===== src/rtl/bcd_pkg.sv =====
// Shared types and constants for the sequential binary-to-BCD converter
// and its seven-segment digit encoder.
package bcd_pkg;

    localparam logic [6:0] SEG_BLANK = 7'h7F;

    // Active-low {g,f,e,d,c,b,a} patterns for the decimal digits 0..9.
    localparam logic [6:0] SEG_LUT [10] = '{
        7'h40, 7'h79, 7'h24, 7'h30, 7'h19,
        7'h12, 7'h02, 7'h78, 7'h00, 7'h10
    };

    typedef enum logic [1:0] {
        IDLE,
        SHIFT,
        DONE
    } state_e;

    // Decimal digits needed for the largest WIDTH-bit value. This equals
    // ceil(width * log10(2)), because 2**width - 1 is never a power of ten.
    function automatic int min_digits(input int width);
        longint unsigned v;
        int              n;
        v = (64'd1 << width) - 64'd1;
        n = 0;
        while (v != 64'd0) begin
            n++;
            v = v / 64'd10;
        end
        return n;
    endfunction

endpackage


===== src/rtl/bcd_seg7_lut.sv =====
// One BCD digit to active-low seven-segment pattern. Codes 10..15 are shown
// blank.
module bcd_seg7_lut
    import bcd_pkg::*;
(
    input  logic [3:0] code_i,
    output logic [6:0] seg_o
);

    // NOTE: the default assignment comes first, so every path assigns seg_o
    // and no latch is inferred.
    always_comb begin
        seg_o = SEG_BLANK;
        if (code_i <= 4'd9) begin
            seg_o = SEG_LUT[code_i];
        end
    end

endmodule


===== src/rtl/bin_to_bcd_seq.sv =====
// Sequential double-dabble converter. It handles one input bit per clock and
// registers the BCD value and the active-low segment patterns for each digit.
module bin_to_bcd_seq
    import bcd_pkg::*;
#(
    parameter int WIDTH    = 8,
    parameter int DIGITS   = 3,
    parameter int BLANK_LZ = 0
) (
    input  logic                  clk,
    input  logic                  rst,
    input  logic                  in_valid,
    output logic                  in_ready,
    input  logic [WIDTH-1:0]      in_data,
    output logic                  out_valid,
    input  logic                  out_ready,
    output logic [4*DIGITS-1:0]   bcd,
    output logic [7*DIGITS-1:0]   seg
);

    localparam int ACC_W = 4*DIGITS + WIDTH;
    localparam int CNT_W = $clog2(WIDTH + 1);

    if (WIDTH < 2 || WIDTH > 32) begin : g_bad_width
        $error("bin_to_bcd_seq: WIDTH must be within 2..32");
    end
    if (DIGITS < min_digits(WIDTH)) begin : g_bad_digits
        $error("bin_to_bcd_seq: DIGITS too small for WIDTH");
    end

    state_e               state_q;
    logic [CNT_W-1:0]     cnt_q;
    logic [ACC_W-1:0]     acc_q;
    logic [4*DIGITS-1:0]  bcd_q;
    logic [7*DIGITS-1:0]  seg_q;

    logic [ACC_W-1:0]     acc_fix;
    logic [ACC_W-1:0]     acc_d;
    logic [4*DIGITS-1:0]  bcd_d;
    logic [7*DIGITS-1:0]  seg_raw;
    logic [7*DIGITS-1:0]  seg_d;
    logic                 accept;

    assign in_ready = !rst && ((state_q == IDLE) || (state_q == DONE && out_ready));
    assign accept   = in_valid && in_ready;

    // Working register is {bcd_acc, bin}. Correct each BCD digit, then shift.
    assign acc_fix[WIDTH-1:0] = acc_q[WIDTH-1:0];
    for (genvar d = 0; d < DIGITS; d++) begin : g_fix
        assign acc_fix[WIDTH + 4*d +: 4] = (acc_q[WIDTH + 4*d +: 4] >= 4'd5)
                                         ? acc_q[WIDTH + 4*d +: 4] + 4'd3
                                         : acc_q[WIDTH + 4*d +: 4];
    end
    assign acc_d = acc_fix << 1;
    assign bcd_d = acc_d[ACC_W-1:WIDTH];

    for (genvar i = 0; i < DIGITS; i++) begin : g_seg
        bcd_seg7_lut u_lut (
            .code_i (bcd_d[4*i +: 4]),
            .seg_o  (seg_raw[7*i +: 7])
        );
        if (BLANK_LZ != 0 && i > 0) begin : g_blank
            assign seg_d[7*i +: 7] = (bcd_d[4*DIGITS-1:4*i] == '0) ? SEG_BLANK
                                                                  : seg_raw[7*i +: 7];
        end else begin : g_show
            assign seg_d[7*i +: 7] = seg_raw[7*i +: 7];
        end
    end

    // NOTE: sequential state uses non-blocking assignments only. Each register
    // then reads its old value at the edge, whatever order the statements run in.
    always_ff @(posedge clk or posedge rst) begin
        if (rst) begin
            state_q <= IDLE;
            cnt_q   <= '0;
            acc_q   <= '0;
            bcd_q   <= '0;
            seg_q   <= '1;
        end else begin
            case (state_q)
                IDLE: begin
                    if (accept) begin
                        acc_q   <= {{(4*DIGITS){1'b0}}, in_data};
                        cnt_q   <= CNT_W'(WIDTH);
                        state_q <= SHIFT;
                    end
                end
                SHIFT: begin
                    acc_q <= acc_d;
                    cnt_q <= cnt_q - CNT_W'(1);
                    if (cnt_q == CNT_W'(1)) begin
                        bcd_q   <= bcd_d;
                        seg_q   <= seg_d;
                        state_q <= DONE;
                    end
                end
                DONE: begin
                    if (accept) begin
                        acc_q   <= {{(4*DIGITS){1'b0}}, in_data};
                        cnt_q   <= CNT_W'(WIDTH);
                        state_q <= SHIFT;
                    end else if (out_ready) begin
                        state_q <= IDLE;
                    end
                end
                default: state_q <= IDLE;
            endcase
        end
    end

    assign out_valid = (state_q == DONE);
    assign bcd       = bcd_q;
    assign seg       = seg_q;

endmodule


===== config.mk =====
export PLATFORM = sky130hd
export DESIGN_NAME = bin_to_bcd_seq
export DESIGN_NICKNAME = d
export VERILOG_FILES = /design/src/rtl/bcd_pkg.sv /design/src/rtl/bcd_seg7_lut.sv /design/src/rtl/bin_to_bcd_seq.sv
export SDC_FILE = /design/constraint.sdc
export NUM_CORES = 1
export LEC_CHECK = 0
export ABC_AREA = 1
export BUFFER_PORTS_ARGS = -buffer_cell sky130_fd_sc_hd__clkbuf_2
export CAP_MARGIN = 20
export CORE_MARGIN = 2
export CORE_UTILIZATION = 51
export CTS_CLUSTER_SIZE = 20
export DETAILED_ROUTE_END_ITERATION = 10
export PLACE_DENSITY = 0.76
export SLEW_MARGIN = 30
export SYNTH_ARGS = -nofsm -noshare
export SYNTH_HDL_FRONTEND = slang
export SYNTH_SLANG_ARGS = --single-unit

===== constraint.sdc =====
create_clock -name clk -period 2 [get_ports clk]
set_clock_uncertainty 0.05 [all_clocks]
set_input_delay 0.3 -clock clk [delete_from_list [all_inputs] [get_ports clk]]
set_output_delay 0.3 -clock clk [all_outputs]
set_load 0.005 [all_outputs]

==> key figures, run 1 <==
Synth
  – Synthesized flop and latch total: 59
  – Share of the synthesized area in the top cell type: 0.3157
  – Main area contributors after synthesis: dfrtp_1 (32%), dfstp_2 (18%), nand2_1 (12%), nor2_1 (5.5%), ha_1 (5.4%)
  – Yosys warnings: 0
  – Syn Area/Cell: 8.297 um^2
  – Synth Instances: 363
  – Post-Synthesis Cell Area: 3012 um^2
  – Largest area contributor in the netlist: dfrtp_1
  – Register area share after synthesis: 0.4990
  – Syn_nets: 388
  – Netlist cell types: 27

GRT
  – Initial antenna violation count: 0
  – Largest net degree at the start of global routing: 60
  – Tot GR Track Use: 0.2322
  – First-pass GRT wire length: 11,590 um
  – Gr ovfl total: 0
  – Number of global-route vias before repair: 2,625

Timing
  – Tcrit/Tclk final: 0.9505
  – Worst-Margin Slew: 0.3649 ns
  – Setup_tns: 0 ns
  – Slew HR: 0.7558
  – Fmax: 526.0 MHz
  – Post-route setup slack: 0.09902 ns
  – Setup violators final: 0
  – Fin. Hold Viols: 0
  – Max-slew violation count: 0
  – Crit path time final: 1.901 ns

Outcome
  – Status: completed

CTS
  – CTS Buf Count: 9
  – CTS tree: done
  – Worst skew pair latency: 0.34 ns
  – Clock-pin slew on the worst setup and hold paths: 0.07 ns
  – H-tree level count: 3
  – CTS sink cnt: 59
  – CTS root buf: clkbuf_8
  – Max Buffers Root-to-Sink: 2

Setup path
  – WP data required: 2.23 ns
  – FF-to-FF End: seg[18]
  – Crit path max fanout: 4
  – Worst setup path end: seg[18]
  – CP startpoint kind: register
  – Worst setup path start: acc_q[12]
  – Critical path arrival: 2.13 ns
  – Worst R2R Setup Slack: 0.1 ns
  – CP Class: reg2reg
  – Crit Reg-Reg Startpoint: acc_q[12]
  – Reg2Reg Depth: 13
  – CP Capture Type: register

Final layout
  – Leading cell types in the layout, fill and taps excluded: nand2_1 (81), clkbuf_2 (46), nor2_1 (42), dfrtp_1 (37)
  – Antenna Diode Count: 0
  – Most common cell after layout, fill and taps aside: nand2_1
  – Final instance area: 3837 um^2
  – Nets: 462
  – Share of cells above drive strength 1: 0.3710
  – P&R area growth vs syn: 27.42%

Placed design
  – Placer Congestion: 0.8773
  – IO buf count: 46
  – Place WS: -0.08976 ns
  – Area after DPL: 3392 um^2
  – Post-DP HPWL: 4677 um

Power
  – Tot Pwr: 7956 uW
  – Pwr dens: 2073 nW/um^2
  – Peak supply drop: 0.0009569 V
  – Leakage: 0.001896 uW

Die
  – CORE AREA: 5608 um^2
  – Die Height: 80.85 um
  – Full die area: 6536 um^2
  – I/O pin cnt: 47
  – Starting Density: 0.5370
  – Die width: 80.85 um
  – Core Rows: 27

Detailed routing
  – Drt via density: 5.233
  – Vias: 2,690
  – Drt wl/cell: 13.64 um
  – DRC: 0
  – DR pass1 iterations: 4
  – DRT iter0 DRCs: 163
  – Final ANT Viol Nets: 0
  – Total length of routed wires: 7011 um

Run
  – Max-Cap Viols: 0

Hold path
  – Hold crit path type: in2reg
  – HP Start: out_ready
cells by family (layout without fill, tap and decap cells):
kind of cell / Yosys count / in the layout / synth area share
xor+xnor: 1 / 1 / 0.002909
compound gates: 72 / 72 / 0.1334
buf+inv: 48 / 127 / 0.07021
simple gates: 170 / 170 / 0.2405
fa+ha+maj: 13 / 13 / 0.05401
flops: 59 / 59 / 0.4990
layer usage:
| layer | wire length, um | part of all wire | track usage | vias up |
|---|---|---|---|---|
| met2 | 3475 | 0.50 | 0.3967 | 89 |
| li1 | - | - | - | 1338 |
| met1 | 3038 | 0.43 | 0.2747 | 1251 |
| met4 | 112 | 0.016 | 0.09492 | 0 |
| met5 | 0 | 0 | 0 | - |
| met3 | 385 | 0.055 | 0.06667 | 12 |
registers in the layout (all words and copies together), names as in the netlist:
name	flops
seg	21
bcd	12
cnt_q	4
state_q	2
acc_q	20
worst max-delay path, stage by stage (launching register included):
cell and delay, ns:
dfrtp_1 0.42, inv_2 0.06, ha_2 0.18, inv_2 0.06, nand2_2 0.07, inv_2 0.09, nor2_4 0.04, a21oi_2 0.15
inv_2 0.09, buf_4 0.15, ha_1 0.21, o21ai_1 0.14, nor2_1 0.05, nor2_1 0.08
where the power goes:
| group | total [uW] | switching, uW | internal, uW |
|---|---|---|---|
| Clock | 1070 | 470 | 602 |
| Combinational | 4560 | 2750 | 1810 |
| Sequential | 2320 | 382 | 1940 |
synth_stat cells:
cell	n
inv_1	37
o21ai_0	24
nand2_4	1
o22ai_1	14
ha_1	13
o31ai_1	1
o21ai_2	1
nand2_2	2
inv_4	3
buf_2	4
nand4_1	2
a31oi_1	9
xor2_1	1
dfrtp_1	38
dfstp_2	21
o21ai_1	4
nor2_2	3
nand2_1	93
a21oi_2	1
o211ai_1	1
a21oi_1	17
clkbuf_1	1
buf_4	1
nor2_8	2
nand3_1	23
nor2_1	44
buf_6	2
timing repair:
item	in CTS	in global routing
buffers inserted	6	5
pin swaps	3	9
gates resized for setup	14	40
endpoints found under the hold margin	38	0
hold buffers	1	0
endpoints found under the setup margin	6	19
worst min path at each step:
stage / slack, ns / depth (start not counted) / endpoint
2_1_floorplan: 0.34 / 1 / state_q[1]
3_3_place_gp: 0.34 / 3 / acc_q[1]
3_5_place_dp: 0.34 / 3 / state_q[1]
4_1_cts: 0.08 / 2 / state_q[1]
5_1_grt: 0.1 / 2 / state_q[1]
6_report: 0.09 / 2 / state_q[1]
final cells by class:
cell class | count | area, um^2
flip-flops and latches | 59 | 1504
clock buffers | 11 | 141.4
well taps | 72 | 90.09
fillers | 457 | 1770
repair buffers | 71 | 432.9
inverters | 40 | 157.7
multi-input cells | 256 | 1459
clock inverters | 5 | 52.55
stage by stage:
| stage | hold WS [ns] | cells | util |
|---|---|---|---|
| 2_1_floorplan | 0.3363 | 363 | - |
| 3_3_place_gp | 0.3362 | 486 | 0.6049 |
| 3_5_place_dp | 0.3351 | 486 | 0.6049 |
| 4_1_cts | 0.08194 | 509 | 0.6551 |
| 5_1_grt | 0.09904 | 514 | 0.6843 |
| 6_report | 0.09153 | 514 | 0.6843 |
Power figures use the tool's default switching activity.
==> run 2, diff against run 1 <==
CELL_PAD_IN_SITES_DETAIL_PLACEMENT = 0   (was unset)
CELL_PAD_IN_SITES_GLOBAL_PLACEMENT = 1   (was unset)
CORE_UTILIZATION = 38   (was 51)
PLACE_DENSITY = unset   (was 0.76)
PLACE_DENSITY_LB_ADDON = 0.1   (was unset)
SETUP_SLACK_MARGIN = 0.3   (was unset)
==> run 2 against run 1 <==
Net effect: core utilization shrank 11 points; cell count grew 11%; highest routed layer unchanged; maximum frequency grew 0.37%; register-to-register slack is essentially flat; critical path type unchanged; non-clock buffer count grew 25; setup slack gained 0.0070 ns; hold slack gained 0.0079 ns.
==> key figures, run 2 (same netlist as run 1, synthesis figures left out) <==
Setup path
  – CP startpoint kind: register (unchanged)
  – Reg2Reg Depth: 14 (was 13)
  – FF-to-FF End: seg[17] (was seg[18])
  – Crit path max fanout: 6 (was 4)
  – CP Class: reg2reg (unchanged)
  – CP cell instances: inv_2, ha_4, inv_2, nand2_2, inv_2, nor2_4, a21oi_4, inv_2, ha_4, nor2_4, inv_2, nand2_2, nand2_4, a21oi_2 (was inv_2, ha_2, inv_2, nand2_2, inv_2, nor2_4, a21oi_2, inv_2, buf_4, ha_1, o21ai_1, nor2_1, nor2_1)
  – Crit-path most repeated cell: inv_2 (unchanged)
  – Top cell family by delay on the critical path: flip-flops (was buffers and inverters)
  – Crit Reg-Reg Startpoint: acc_q[12] (unchanged)
  – CP bufs+invs: 5 (unchanged)
  – CP Capture Type: register (unchanged)
  – Slowest CP cell: dfrtp_1 (unchanged)
  – Worst R2R Setup Slack: 0.11 ns (was 0.1 ns)
  – WP data required: 2.22 ns (was 2.23 ns)
  – Critical path arrival: 2.12 ns (was 2.13 ns)
  – Max incr delay on CP: 0.43 ns (was 0.42 ns)

CTS
  – CTS tree: done (unchanged)
  – Max Buffers Root-to-Sink: 2 (unchanged)
  – CTS Buf Count: 9 (unchanged)
  – CTS root buf: clkbuf_8 (unchanged)
  – Worst skew pair latency: 0.34 ns (about the same)
  – H-tree level count: 3 (unchanged)
  – CTS sink cnt: 59 (unchanged)
  – Clock-pin slew on the worst setup and hold paths: 0.07 ns (about the same)

Placed design
  – Placed insts: 520 (was 486)
  – Post-DP HPWL: 5132 um (was 4677 um)
  – Place WS: 0.005214 ns (was -0.08976 ns)
  – Area after DPL: 3485 um^2 (was 3392 um^2)
  – Placer Congestion: 0.8540 (was 0.8773)
  – IO buf count: 46 (unchanged)

GRT
  – Largest net degree at the start of global routing: 31 (was 60)
  – First-pass GRT wire length: 12,750 um (was 11,590 um)
  – Initial antenna violation count: 0 (unchanged)
  – Gr ovfl total: 0 (unchanged)
  – Tot GR Track Use: 0.1885 (was 0.2322)
  – Number of global-route vias before repair: 2,629 (was 2,625)

Timing
  – Post-route setup slack: 0.1060 ns (was 0.09902 ns)
  – Setup violators final: 0 (unchanged)
  – Slew HR: 0.7736 (was 0.7558)
  – Max-slew violation count: 0 (unchanged)
  – Crit path time final: 1.894 ns (was 1.901 ns)
  – Tcrit/Tclk final: 0.9470 (was 0.9505)
  – Worst-Margin Slew: 0.3392 ns (was 0.3649 ns)
  – Fin. Hold Viols: 0 (unchanged)
  – RSZ-0062 raised after global routing: yes
  – Fmax: 528.0 MHz (was 526.0 MHz)

Final layout
  – Filler cell count: 742 (was 457)
  – Max FFs per register: 21 (unchanged)
  – Leading cell types in the layout, fill and taps excluded: nand2_1 (65), clkbuf_2 (46), buf_4 (40), nor2_1 (38), dfrtp_1 (37) (was nand2_1 (81), clkbuf_2 (46), nor2_1 (42), dfrtp_1 (37))
  – Share of cells above drive strength 1: 0.5075 (was 0.3710)
  – Nets: 487 (was 462)
  – Final Util: 0.5757 (was 0.6843)
  – Most common cell after layout, fill and taps aside: nand2_1 (unchanged)
  – Final cell count without fillers: 569 (was 514)
  – Antenna Diode Count: 0 (unchanged)
  – P&R area growth vs syn: 46.95% (was 27.42%)
  – Final instance area: 4425 um^2 (was 3837 um^2)

Detailed routing
  – DRC: 0 (unchanged)
  – DRT iter0 DRCs: 63 (was 163)
  – Vias: 2,795 (was 2,690)
  – Drt via density: 4.912 (was 5.233)
  – Drt wl/cell: 13.91 um (was 13.64 um)
  – Final ANT Viol Nets: 0 (unchanged)
  – Total length of routed wires: 7914 um (was 7011 um)
  – DR pass1 iterations: 4 (unchanged)

Outcome
  – Status: completed (unchanged)

Die
  – Die width: 93.03 um (was 80.85 um)
  – Starting Density: 0.3918 (was 0.5370)
  – Die Height: 93.03 um (was 80.85 um)
  – Core Rows: 32 (was 27)
  – Full die area: 8654 um^2 (was 6536 um^2)
  – CORE AREA: 7687 um^2 (was 5608 um^2)
  – I/O pin cnt: 47 (unchanged)

Hold path
  – HP Start: out_ready (unchanged)
  – Hold Path Cell Cnt: 2 (unchanged)
  – Hold endpoint: state_q[1] (unchanged)
  – Hold crit path type: in2reg (unchanged)

Run
  – Max-Cap Viols: 0 (unchanged)
## run 2: worst max-delay path by stage
stage / depth (start not counted) / start / slack, ns / end
floorplan: 13 / acc_q[16] / 0.12 / seg[15]
global placement: 14 / acc_q[13] / 0.07 / seg[14]
detailed placement: 13 / acc_q[16] / 0.005 / seg[17]
CTS: 12 / acc_q[17] / 0.15 / seg[17]
global route: 14 / acc_q[12] / -0.004 / seg[17]
finish: 14 / acc_q[12] / 0.11 / seg[17]
## run 2: what timing repair did
action | in CTS | in global routing
endpoints found under the setup margin | 26 | 36
pin swaps | 20 | 25
cloned | 0 | 0
hold buffers | 1 | 0
endpoints found under the hold margin | 6 | 0
resized for setup | 65 | 65
buffers inserted | 20 | 12
## run 2: metrics by stage
| step | TNS (ns) | hold WS (ns) |
|---|---|---|
| after floorplan | 0 | 0.3363 |
| after global placement | 0 | 0.2364 |
| after detailed placement | 0 | 0.2410 |
| after CTS | 0 | 0.08557 |
| after global routing | -0.004405 | 0.09993 |
| final | 0 | 0.09945 |
## run 2: final cells by class
type | count | area, um^2 | area share
repair buffers | 96 | 659.4 | 0.1490
multi-input cells | 256 | 1749 | 0.3953
flip-flops and latches | 59 | 1504 | 0.3398
well taps | 102 | 127.6 | 0.02884
inverters | 40 | 166.4 | 0.03760
clock buffers | 11 | 141.4 | 0.03195
clock inverters | 5 | 77.57 | 0.01753
## run 2: routing by layer
metal  part of all wire  global-route usage  wire [um]
met1               0.46              0.2580       3626
met2               0.49              0.2971       3863
met3              0.045             0.04351        353
met4             0.0088             0.06127         70
met5                  0                   0          0
Power of run 2 is not shown: default switching activity piles up to over one toggle a cycle in this logic, so the estimate is an artifact.
==> run 3, diff against run 2 <==
CORE_UTILIZATION = 45   (was 38)
HOLD_SLACK_MARGIN = 0.12   (was unset)
clock period = 2.2 ns   (was 2 ns; I/O delays follow)
==> run 3 against run 2 <==
Net effect: critical path depth down 4; via count fell by 5.7%; the run now ends with DRC left; maximum frequency shrank 2.7%; core utilization rose by 3.4 points.
==> key figures, run 3 (same netlist as run 1, synthesis figures left out) <==
Detailed routing
  – Drt via density: 5.077 (was 4.912)
  – DRC: 7 (was 0)
  – DRT iter0 DRCs: 120 (was 63)
  – DR pass1 iterations: 8 (was 4)
  – Final ANT Viol Nets: 0 (unchanged)
  – Vias: 2,635 (was 2,795)
  – Drt wl/cell: 13.74 um (was 13.91 um)
  – Total length of routed wires: 7133 um (was 7914 um)

Timing
  – Max-slew violation count: 0 (unchanged)
  – Worst-Margin Slew: 0.5300 ns (was 0.3392 ns)
  – Setup_tns: 0 ns (unchanged)
  – Tcrit/Tclk final: 0.8844 (was 0.9470)
  – RSZ-0062 raised after global routing: yes (unchanged)
  – Fin. Hold Viols: 0 (unchanged)
  – Post-route setup slack: 0.2543 ns (was 0.1060 ns)
  – Crit path time final: 1.946 ns (was 1.894 ns)
  – Setup violators final: 0 (unchanged)
  – Fmax: 514.0 MHz (was 528.0 MHz)
  – Slew HR: 0.6462 (was 0.7736)

CTS
  – Worst skew pair latency: 0.34 ns (about the same)
  – Max Buffers Root-to-Sink: 2 (unchanged)
  – CTS Buf Count: 9 (unchanged)
  – CTS tree: done (unchanged)
  – CTS root buf: clkbuf_8 (unchanged)
  – CTS sink cnt: 59 (unchanged)
  – H-tree level count: 3 (unchanged)
  – Clock-pin slew on the worst setup and hold paths: 0.07 ns (about the same)

Die
  – Starting Density: 0.4689 (was 0.3918)
  – Die Height: 85.81 um (was 93.03 um)
  – Die width: 85.81 um (was 93.03 um)
  – Core Rows: 29 (was 32)
  – Full die area: 7363 um^2 (was 8654 um^2)
  – I/O pin cnt: 47 (unchanged)
  – CORE AREA: 6422 um^2 (was 7687 um^2)

Final layout
  – Multi-input logic area: 1524 um^2 (was 1749 um^2)
  – Nets: 462 (was 487)
  – Filler cell count: 575 (was 742)
  – Leading cell types in the layout, fill and taps excluded: nand2_1 (80), clkbuf_2 (46), nor2_1 (40), dfrtp_1 (37), inv_1 (23) (was nand2_1 (65), clkbuf_2 (46), buf_4 (40), nor2_1 (38), dfrtp_1 (37))
  – Share of cells above drive strength 1: 0.3801 (was 0.5075)
  – Register Area: 1504 um^2 (unchanged)
  – Final Util: 0.6094 (was 0.5757)
  – Most common cell after layout, fill and taps aside: nand2_1 (unchanged)
  – P&R area growth vs syn: 29.95% (was 46.95%)
  – Max FFs per register: 21 (unchanged)
  – Antenna Diode Count: 0 (unchanged)

Setup path
  – Critical path arrival: 2.17 ns (was 2.12 ns)
  – CP startpoint kind: register (unchanged)
  – Worst setup path start: acc_q[12] (unchanged)
  – WP data required: 2.43 ns (was 2.22 ns)
  – CP cell instances: buf_6, o21ai_0, nand2_1, a21oi_4, inv_2, buf_4, ha_1, o21ai_1, nor2_1, nor2_1 (was inv_2, ha_4, inv_2, nand2_2, inv_2, nor2_4, a21oi_4, inv_2, ha_4, nor2_4, inv_2, nand2_2, nand2_4, a21oi_2)
  – Crit path max fanout: 4 (was 6)
  – CP Capture Type: register (unchanged)
  – Crit. path cell count: 10 (was 14)
  – Slowest CP cell: dfrtp_1 (unchanged)
  – Crit Reg-Reg Startpoint: acc_q[12] (unchanged)
  – CP bufs+invs: 3 (was 5)
  – Max incr delay on CP: 0.40 ns (was 0.43 ns)
  – Reg2Reg Depth: 10 (was 14)
  – Crit-path most repeated cell: nor2_1 (was inv_2)
  – Top cell family by delay on the critical path: compound AO/OA/AOI/OAI gates (was flip-flops)
  – Worst R2R Setup Slack: 0.25 ns (was 0.11 ns)
  – CP Class: reg2reg (unchanged)

Power
  – Switch Pwr: 3332 uW
  – Leakage: 0.001921 uW
  – Internal power: 3955 uW
  – Clk pwr share: 0.126
  – Peak supply drop: 0.0008115 V
  – Switching share of power: 0.4573
  – Reg power frac: 0.286
  – Pwr dens: 1862 nW/um^2
  – Part of the power in combinational logic: 0.588

Placed design
  – Place WS: 0.09497 ns (was 0.005214 ns)
  – Placer Congestion: 0.8375 (was 0.8540)
  – IO buf count: 46 (unchanged)
  – Post-DP HPWL: 4590 um (was 5132 um)

GRT
  – Largest net degree at the start of global routing: 38 (was 31)
  – Tot GR Track Use: 0.2007 (was 0.1885)
  – Initial antenna violation count: 0 (unchanged)
  – Number of global-route vias before repair: 2,494 (was 2,629)
  – First-pass GRT wire length: 11,540 um (was 12,750 um)
  – Gr ovfl total: 0 (unchanged)

Outcome
  – Failing checks: DRC
  – Status: finished, violations left (was completed)

Run
  – Max-Cap Viols: 0 (unchanged)

Hold path
  – Hold Path Cell Cnt: 3 (was 2)
  – HP Start: in_data[0] (was out_ready)
  – Hold crit path type: in2reg (unchanged)
==> run 3: cell types whose count changed in the layout (fill, tap and decap cells not counted), sizes merged <==
| cell | change |
|---|---|
| clkbuf | +3 |
| dlygate4sd3 | +1 |
| clkinvlp | -2 |
| bufinv | -2 |
| inv | +1 |
| buf | -26 |
==> run 3: final cells by class <==
class                           instances  area share
Sequential cell                        59      0.3843
Timing Repair Buffer                   71      0.1141
Tap cell                               77     0.02462
Multi-Input combinational cell        256      0.3894
Inverter                               40     0.04092
Clock buffer                           14     0.04412
Clock inverter                          2    0.002558
==> run 3: worst min-delay path, stage by stage <==
cell and delay (ns):
clkbuf_2 0.08, nand3_1 0.07, nand2_1 0.05
==> run 3: power by group through the flow <==
stage / logic [uW] / clock network, uW / registers [uW]
6_report: 4290 / 918 / 2080
3_3_place_gp: 3340 / 0 / 2070
3_5_place_dp: 3370 / 0 / 2080
4_1_cts: 3590 / 949 / 2070
2_1_floorplan: 2430 / 0 / 2060
5_1_grt: 4830 / 992 / 2160
==> run 3: what timing repair did <==
item,CTS,global route
gates resized for setup,17,49
hold buffers,2,0
setup endpoints to repair,18,21
pin swaps,3,14
endpoints found under the hold margin,15,0
buffers inserted,6,12
==> run 3: final timing paths <==
kind,endpoint
hold reg to reg,seg[9]
setup reg to reg,seg[18]
setup / recovery,seg[18]
hold / removal,acc_q[0]
min in group asynchronous,state_q[1]
max in group asynchronous,seg[7]
==> run 3: per-layer routing <==
metal | share of wire | track usage | wire [um]
met5 | 0 | 0 | 0
met4 | 0.019 | 0.07215 | 138
met3 | 0.031 | 0.05390 | 224
met2 | 0.47 | 0.3239 | 3386
met1 | 0.47 | 0.2612 | 3385
==> run 3: through the flow <==
step	hold slack, ns	total power (uW)	cell area [um^2]	cells
detailed placement	0.3591	5455	3351	483
CTS	0.1553	6607	3641	507
global route	0.1762	7977	3914	519
finish	0.1740	7287	3914	519
global placement	0.3584	5413	3351	483
floorplan	0.3663	4495	3028	363
